$ cat src/rtl/syscall_pkg.sv
// Shared definitions for the syscall service unit: service codes, FSM states, output kinds.
package syscall_pkg;

  localparam logic [31:0] SYS_PRINT_INT  = 32'd1;
  localparam logic [31:0] SYS_PRINT_STR  = 32'd4;
  localparam logic [31:0] SYS_READ_INT   = 32'd5;
  localparam logic [31:0] SYS_EXIT       = 32'd10;
  localparam logic [31:0] SYS_PRINT_CHAR = 32'd11;

  localparam logic OUT_KIND_CHAR = 1'b0;
  localparam logic OUT_KIND_INT  = 1'b1;

  typedef enum logic [2:0] {
    S_IDLE,
    S_EMIT,
    S_FETCH,
    S_RDINT,
    S_DONE
  } state_t;

endpackage

$ cat src/rtl/syscall_byte_sel.sv
// Little-endian byte lane select from a memory word, with NUL detect for string termination.
module syscall_byte_sel (
  input  logic [31:0] word,
  input  logic [1:0]  sel,
  output logic [7:0]  byte_val,
  output logic        is_nul
);

  always_comb begin
    byte_val = word[8*sel +: 8];
    is_nul   = (byte_val == 8'h00);
  end

endmodule

$ cat src/rtl/syscall_unit.sv
// SPIM-style syscall service unit: console I/O streams, string fetch over the data port, exit/halt.
// Optional read_int timeout is enabled by defining SYSCALL_TIMEOUT_EN.
module syscall_unit
  import syscall_pkg::*;
#(
  parameter int unsigned MAX_STR_LEN = 256,
  parameter int unsigned TIMEOUT     = 1024
) (
  input  logic        clock,
  input  logic        reset_n,
  input  logic        sys_enable,
  input  logic [31:0] v0,
  input  logic [31:0] a0,
  output logic        stall,
  output logic        sys_mem,
  output logic [31:0] sys_addr,
  input  logic [31:0] mem_rdata,
  output logic        sys_regwrite,
  output logic [31:0] sys_data,
  input  logic        in_valid,
  input  logic [31:0] in_data,
  output logic        in_ready,
  output logic        out_valid,
  input  logic        out_ready,
  output logic        out_kind,
  output logic [31:0] out_data,
  output logic        halt,
  output logic        err
);

  localparam int unsigned CW = $clog2(MAX_STR_LEN + 1);

  state_t        state;
  logic [31:0]   ptr;
  logic [CW-1:0] count;
  logic          str_mode;
  logic          rd_pending;
  logic [7:0]    fetch_byte;
  logic          fetch_nul;

`ifdef SYSCALL_TIMEOUT_EN
  localparam int unsigned TW = $clog2(TIMEOUT + 1);
  logic [TW-1:0] tcnt;
`endif

  syscall_byte_sel u_byte_sel (
    .word     (mem_rdata),
    .sel      (ptr[1:0]),
    .byte_val (fetch_byte),
    .is_nul   (fetch_nul)
  );

  // Everything below is a pure decode of registered state, so no new combinational paths from inputs
  // except the idle-trigger term of stall, which must act in the same cycle as SYSENABLE.
  assign stall        = ((state == S_IDLE) && sys_enable && !halt) ||
                        ((state != S_IDLE) && (state != S_DONE));
  assign sys_mem      = (state == S_FETCH);
  assign sys_addr     = {ptr[31:2], 2'b00};
  assign in_ready     = (state == S_RDINT);
  assign out_valid    = (state == S_EMIT);
  assign sys_regwrite = (state == S_DONE) && rd_pending;

  always_ff @(posedge clock or negedge reset_n) begin
    if (!reset_n) begin
      state      <= S_IDLE;
      ptr        <= '0;
      count      <= '0;
      str_mode   <= 1'b0;
      rd_pending <= 1'b0;
      sys_data   <= '0;
      out_kind   <= OUT_KIND_CHAR;
      out_data   <= '0;
      halt       <= 1'b0;
      err        <= 1'b0;
`ifdef SYSCALL_TIMEOUT_EN
      tcnt       <= '0;
`endif
    end else begin
      case (state)
        S_IDLE: begin
          if (sys_enable && !halt) begin
            str_mode   <= 1'b0;
            rd_pending <= 1'b0;
            case (v0)
              SYS_PRINT_INT: begin
                out_kind <= OUT_KIND_INT;
                out_data <= a0;
                state    <= S_EMIT;
              end
              SYS_PRINT_CHAR: begin
                out_kind <= OUT_KIND_CHAR;
                out_data <= {24'h0, a0[7:0]};
                state    <= S_EMIT;
              end
              SYS_PRINT_STR: begin
                out_kind <= OUT_KIND_CHAR;
                ptr      <= a0;
                count    <= '0;
                str_mode <= 1'b1;
                state    <= S_FETCH;
              end
              SYS_READ_INT: begin
`ifdef SYSCALL_TIMEOUT_EN
                tcnt  <= '0;
`endif
                state <= S_RDINT;
              end
              SYS_EXIT: begin
                halt  <= 1'b1;
                state <= S_DONE;
              end
              default: begin
                err   <= 1'b1;
                state <= S_DONE;
              end
            endcase
          end
        end

        S_EMIT: begin
          if (out_ready) begin
            if (str_mode) begin
              ptr   <= ptr + 32'd1;
              count <= count + 1'b1;
              state <= S_FETCH;
            end else begin
              state <= S_DONE;
            end
          end
        end

        // NUL terminates before the length limit is considered, so an exact-length string is not an error.
        S_FETCH: begin
          if (fetch_nul) begin
            state <= S_DONE;
          end else if (count == CW'(MAX_STR_LEN)) begin
            err   <= 1'b1;
            state <= S_DONE;
          end else begin
            out_data <= {24'h0, fetch_byte};
            state    <= S_EMIT;
          end
        end

        S_RDINT: begin
          if (in_valid) begin
            sys_data   <= in_data;
            rd_pending <= 1'b1;
            state      <= S_DONE;
          end
`ifdef SYSCALL_TIMEOUT_EN
          else if (tcnt == TW'(TIMEOUT - 1)) begin
            sys_data   <= '0;
            rd_pending <= 1'b1;
            err        <= 1'b1;
            state      <= S_DONE;
          end else begin
            tcnt <= tcnt + 1'b1;
          end
`endif
        end

        S_DONE: begin
          rd_pending <= 1'b0;
          state      <= S_IDLE;
        end

        default: state <= S_IDLE;
      endcase
    end
  end

endmodule

$ cat config.mk
export PLATFORM = sky130hd
export DESIGN_NAME = syscall_unit
export DESIGN_NICKNAME = d
export VERILOG_FILES = /design/src/rtl/syscall_pkg.sv /design/src/rtl/syscall_byte_sel.sv /design/src/rtl/syscall_unit.sv
export SDC_FILE = /design/constraint.sdc
export NUM_CORES = 1
export LEC_CHECK = 0
export ABC_AREA = 1
export ABC_CLOCK_PERIOD_IN_PS = 1500
export BUFFER_PORTS_ARGS = -buffer_cell sky130_fd_sc_hd__buf_4
export CAP_MARGIN = 20
export CORE_AREA = 2 2 153 155
export CTS_CLUSTER_DIAMETER = 100
export CTS_CLUSTER_SIZE = 20
export DETAILED_ROUTE_END_ITERATION = 10
export DIE_AREA = 0 0 155 157
export PLACE_DENSITY = 0.53
export SYNTH_ARGS = -nofsm -noshare
export SYNTH_HDL_FRONTEND = slang
export SYNTH_SLANG_ARGS = --single-unit
export TNS_END_PERCENT = 10
$ cat constraint.sdc
create_clock -name clock -period 1.5 [get_ports clock]
set_input_delay 0.15 -clock clock [delete_from_list [all_inputs] [get_ports clock]]
set_output_delay 0.15 -clock clock [all_outputs]
set_load 0.02 [all_outputs]
# Yosys cells after proc, flatten, opt, wreduce, memory -nomap -nowiden
# Index checks and enable logic that the tools add are counted.
# Widths: inputs -> output; s select.
# word_totals
ff_bits,113
out_inout_bits,104
elab_cells,93
# classes
n_reduce_logical,26
mux,33
n_eq_ne,21
n_shift,1
n_addsub,2
# ops
op,count
$mux 32,7
$pmux 32 s2,3
$eq 32x3->1 const B,2
$eq 32x4->1 const B,2
$mux 9,4
$add 32x1->32 const B,1
$eq 32x1->1 const B,1
$shiftx 32x6->8,1
$mux 3,6
$pmux 9 s2,1
$reduce_and 5->1,3
$pmux 3 s4,1
$reduce_and 3->1,4
$ne 2x1->1 const B,5
$add 9x1->9 const B,1
$eq 9x9->1 const B,1
$pmux 3 s3,1
$logic_not 8->1,1
$ne 2x2->1 const B,4
$mux 1,7
$eq 3x2->1 const B,2
$reduce_bool 2->1,3
$reduce_bool 3->1,2
$logic_and 1x1->1,5
other kinds (12),15

# Depth between registers and ports, before layout
# depth
ltp_word,5
depth_mapped,13
mapped_depth_nobuf,12

# Modules after synthesis
# From an unflattened synthesis, not the netlist that was laid out.
# hier_totals
hier_cells,1062
hier_area_um2,7023.0
# by_module_without_submodules
mod,cells_per_inst,area_per_inst_um2,seq_area_each_um2,n_inst
syscall_unit,981,6655.1,2827.7,1
syscall_byte_sel,81,367.9,0.0,1

# Least setup slack after synthesis
# No wires, ideal clock.
# synth_timing
path_kind,reg2reg
start,register state[2]
end,register sys_data[10]
setup_ns,0.125
arrival_ns,1.563
path_buffers,1
path_slack_ns,-0.188
required_ns,1.375
path_stages_with_launch,5
period_less_slack_ns,1.688
cell_sequence,dfrtp_1 nor3_2 nand2_1 buf_2 mux2_2
# synth_between
elab_chain_len,2
# synth_rtl
element,line,rtl
"start, declared",syscall_unit.sv:33,state_t state;
"start signal, assigned",syscall_unit.sv:65,state <= S_IDLE;
"start signal, assigned",syscall_unit.sv:88,state <= S_EMIT;
"start signal, assigned",syscall_unit.sv:93,state <= S_EMIT;
$eq 3x2->1,n/a,
net in_ready,syscall_unit.sv:22,"output logic in_ready,"
$reduce_and 2->1 (no source line),n/a,
"end signal, assigned",syscall_unit.sv:147,sys_data <= in_data;
"end, declared",syscall_unit.sv:19,"output logic [31:0] sys_data,"
# The timed path passes the listed nets, and every way through them passes these cells.
# A chain may end at the register's enable or synchronous reset.

# Final worst setup path
# layout_timing
start,register ptr[0]
end,register out_data[23]
# layout_between
elab_chain_len,4
# layout_rtl
element,line,rtl
"start, declared",syscall_unit.sv:34,logic [31:0] ptr;
"start signal, assigned",syscall_unit.sv:123,ptr <= ptr + 32'd1;
$shiftx 32x6->8,syscall_byte_sel.sv:10,byte_val = word[8*sel +: 8];
$logic_not 8->1,syscall_byte_sel.sv:11,is_nul = (byte_val == 8'h00);
$ne 2x2->1 (no source line),n/a,
$reduce_and 5->1 (no source line),n/a,
"end signal, assigned",syscall_unit.sv:92,"out_data <= {24'h0, a0[7:0]};"
"end signal, assigned",syscall_unit.sv:140,"out_data <= {24'h0, fetch_byte};"
"end, declared",syscall_unit.sv:26,"output logic [31:0] out_data,"
# No other way between the ends.

==> impl_results.md <==
- Synth top area share: 42.0%
- # Max-Cap Violations: 0
- Flops & latches, synth: 113
- Leak pwr: 5.89 nW
- Area occupied by multi-input gates: 0.00351 sq mm
- DR vias: approximately 7,400
- H-Tree Depth: 4
- Top cells by area, synth: dfrtp_1, nand2_1, nand3_1
- Clk slew on worst S/H paths: roughly 0.07 ns
- Post-route setup TNS: -19.04 ns
- Register area: 0.00283 sq mm
- CP Launch Type: register
- Die Span X: 155 um
- Clock sink count: 113
- Initial Util: ~30%
- Vias per cell: 4.58
- Worst IR Drop VDD: 723 uV
- Avg Cell Area, Syn: approximately 7.3 sq um
- CP Class: reg -> reg
- DR DRC count: 0
- Post-route ant nets: 0
- P_int: 0.00904 W
- Critical Path AT: approximately 2.2 ns
- Sw Share: 37.9%
- Layout Nets: between 1,000 and 1,500
- Max-slew violations: 0
- Initial antenna violation count: 0
- First-pass GRT wire length: 38.5 mm
- CTS tree: done
- Global route overflow: 0
- Worst EP required: 1.81 ns
- Vias in the first global route: 7,377
- Synthesized instance count: 919
- Layout cell share with drive strength beyond 1: between 40 and 50%
- Gp weighted congestion: 0.880
- Placeable core region: 0.0225 sq mm
- Total track usage: 20.4%
- Status: finished, violations left
- Synth area leader: dfrtp_1
- CP endpoint kind: register
- Seq/Total Area, Yosys: a little over two fifths
- Fin crit share: 124%
- Port bufs: 234
- Primary FF master, synth: dfrtp_1
- Power density over the cells: roughly 1300 mW/mm^2
- Wire per inst: 15.5 um
- I/O pins: 237
- Max Buffers Root-to-Sink: 2
- CP Max Fanout: 8
- Yosys warns: 0
- Diodes inserted: 0
- Worst Hold Class: in -> reg
- Clk pwr share: 28.4%
- Unrepaired setup endpoints after global routing: yes
- Fmax: 536 MHz
- TritonCTS Buffers: 17
- Final Util: roughly 51%
- Post-synth EDFFs: 0
- Iter 0 DRT Violations: roughly 360
- Tmin final: 1.87 ns
- Setup slack after layout: -0.365 ns
- Hold Vio Cnt, Final: 0
- Final setup skew: between 0.015 and 0.02 ns
- Largest net degree at the start of global routing: 61
- Root Driver: clkbuf_16
- Synthesis-to-layout area growth: 69.2%
- Synth cell types: 34
- Die area: 0.0243 sq mm
- Hold Worst Slack: 0.0169 ns
- Clock Latency Late Sink: 0.43 ns
- DIE HEIGHT: ~160 um
- Filler cells: 2,158
- Comb pwr share: 43.1%
- Routed WL: 25.0 mm
- DRT Pass-1 Iters: 5
- Switch Pwr: between 0.005 and 0.006 W
- Hpwl dp: 18.3 mm
- Violated checks: setup timing
- Total power draw: approximately 0.015 W
- # rows: 55
- Cell Area, Synth: 0.00673 sq mm
- Final setup fails: 114
- Ys async rst share: 100%
- Seq pwr share: 28.6%
logic make-up after synthesis:
kind of cell | share of synthesized area [%]
AO/OA/AOI/OAI | 5.61
XOR/XNOR | 1.43
adder cells (fa/ha/maj) | 0.557
buffers and inverters | 10.8
flip-flops | 42.0
multiplexers | 5.35
other | 0.0557
AND/OR/NAND/NOR | 34.2
through the flow:
stage | worst slack (ns) | cell area [sq um] | instances
2_1_floorplan | -0.0251 | 6830 | 920
3_3_place_gp | -0.216 | 9760 | 1522
3_5_place_dp | -0.266 | 9760 | 1522
4_1_cts | -0.308 | 11100 | 1613
5_1_grt | -0.432 | 11400 | 1617
6_report | -0.365 | 11400 | 1617
path summary, 6_finish.rpt:
| path | from | endpoint | slack, ns | cells past startpoint |
|---|---|---|---|---|
| max | ptr[0] | out_data[23] | -0.37 | 12 |
| min | a0[31] | out_data[31] | 0.02 | 3 |
| max reg2reg | ptr[0] | out_data[23] | -0.37 | 12 |
| min reg2reg | rd_pending | rd_pending | 0.47 | 2 |
| max in group asynchronous | reset_n | ptr[8] | 0.85 | 3 |
| min in group asynchronous | reset_n | ptr[1] | 0.09 | 2 |
cell usage in the layout, fill, tap and decap left out, types with 14 or more instances in the layout:
cell type      count
nand3_2           22
buf_12            14
o21ai_1           35
o21ai_0           31
clkbuf_16         19
nand2_2           26
mux2_2            32
buf_4            366
dlygate4sd3_1     46
dfrtp_1          110
nand2_1          271
nand3_1           86
inv_1             72
nor2_1            64
nor3_1            14
cells in the mapped netlist, drive strengths merged (3+ instances only):
library cell  count
o21ai            70
nand4             8
nor4              4
xor2              9
clkbuf           12
dfrtp           113
nand3           110
or2               4
ha                3
nand2           303
nand3b            7
inv              83
nor2             82
a21oi             4
buf              51
mux2             32
nor3             18
routing by layer:
layer  track usage (%)  up-vias  share of wire, %
met5                 0        -                 0
met1              24.9     3443                42
met3              5.78       28               6.3
li1                  -     3721                 -
met2              34.9      218                49
met4              6.26        0               2.0
power groups by stage:
stage	Sequential, W	Combinational (W)	Clock, W
2_1_floorplan	0.00426	0.00298	0
3_3_place_gp	0.00415	0.00564	0
3_5_place_dp	0.00415	0.00567	0
4_1_cts	0.00413	0.00589	0.00422
5_1_grt	0.00425	0.00683	0.00433
6_report	0.00416	0.00627	0.00413
critical path, cell delays in order (launching register included):
cell	delay (ns)
dfrtp_2	0.51
clkbuf_16	0.22
nand2_2	0.06
nand3_2	0.06
nand2_1	0.07
nand2_2	0.08
nor2_4	0.04
nand2_4	0.08
nand3_4	0.16
buf_12	0.19
clkbuf_16	0.16
nand3_2	0.05
o21ai_1	0.06
area by class of cell:
type | instances | share of cell area [%]
Timing Repair Buffer | 443 | 33.1
Clock buffer | 17 | 3.73
Clock inverter | 15 | 1.43
Inverter | 84 | 2.95
Multi-Input combinational cell | 660 | 30.8
Tap cell | 285 | 3.13
Sequential cell | 113 | 24.8
state kept, by name, indices dropped and copies added (netlist names):
register / cells
ptr: 32
out_data: 32
state: 3
sys_data: 32
rd_pending: 1
out_kind: 1
str_mode: 1
halt: 1
err: 1
count: 9
repair_timing:
item / CTS / global route
gates resized for setup: 32 / 81
hold buffers: 46 / 0
buffers inserted: 10 / 2
gates cloned: 3 / 2
pin swaps: 4 / 25
setup endpoints to repair: 114 / 116
hold endpoints to repair: 158 / 0
Note: power is estimated with default switching activity, not from simulation.
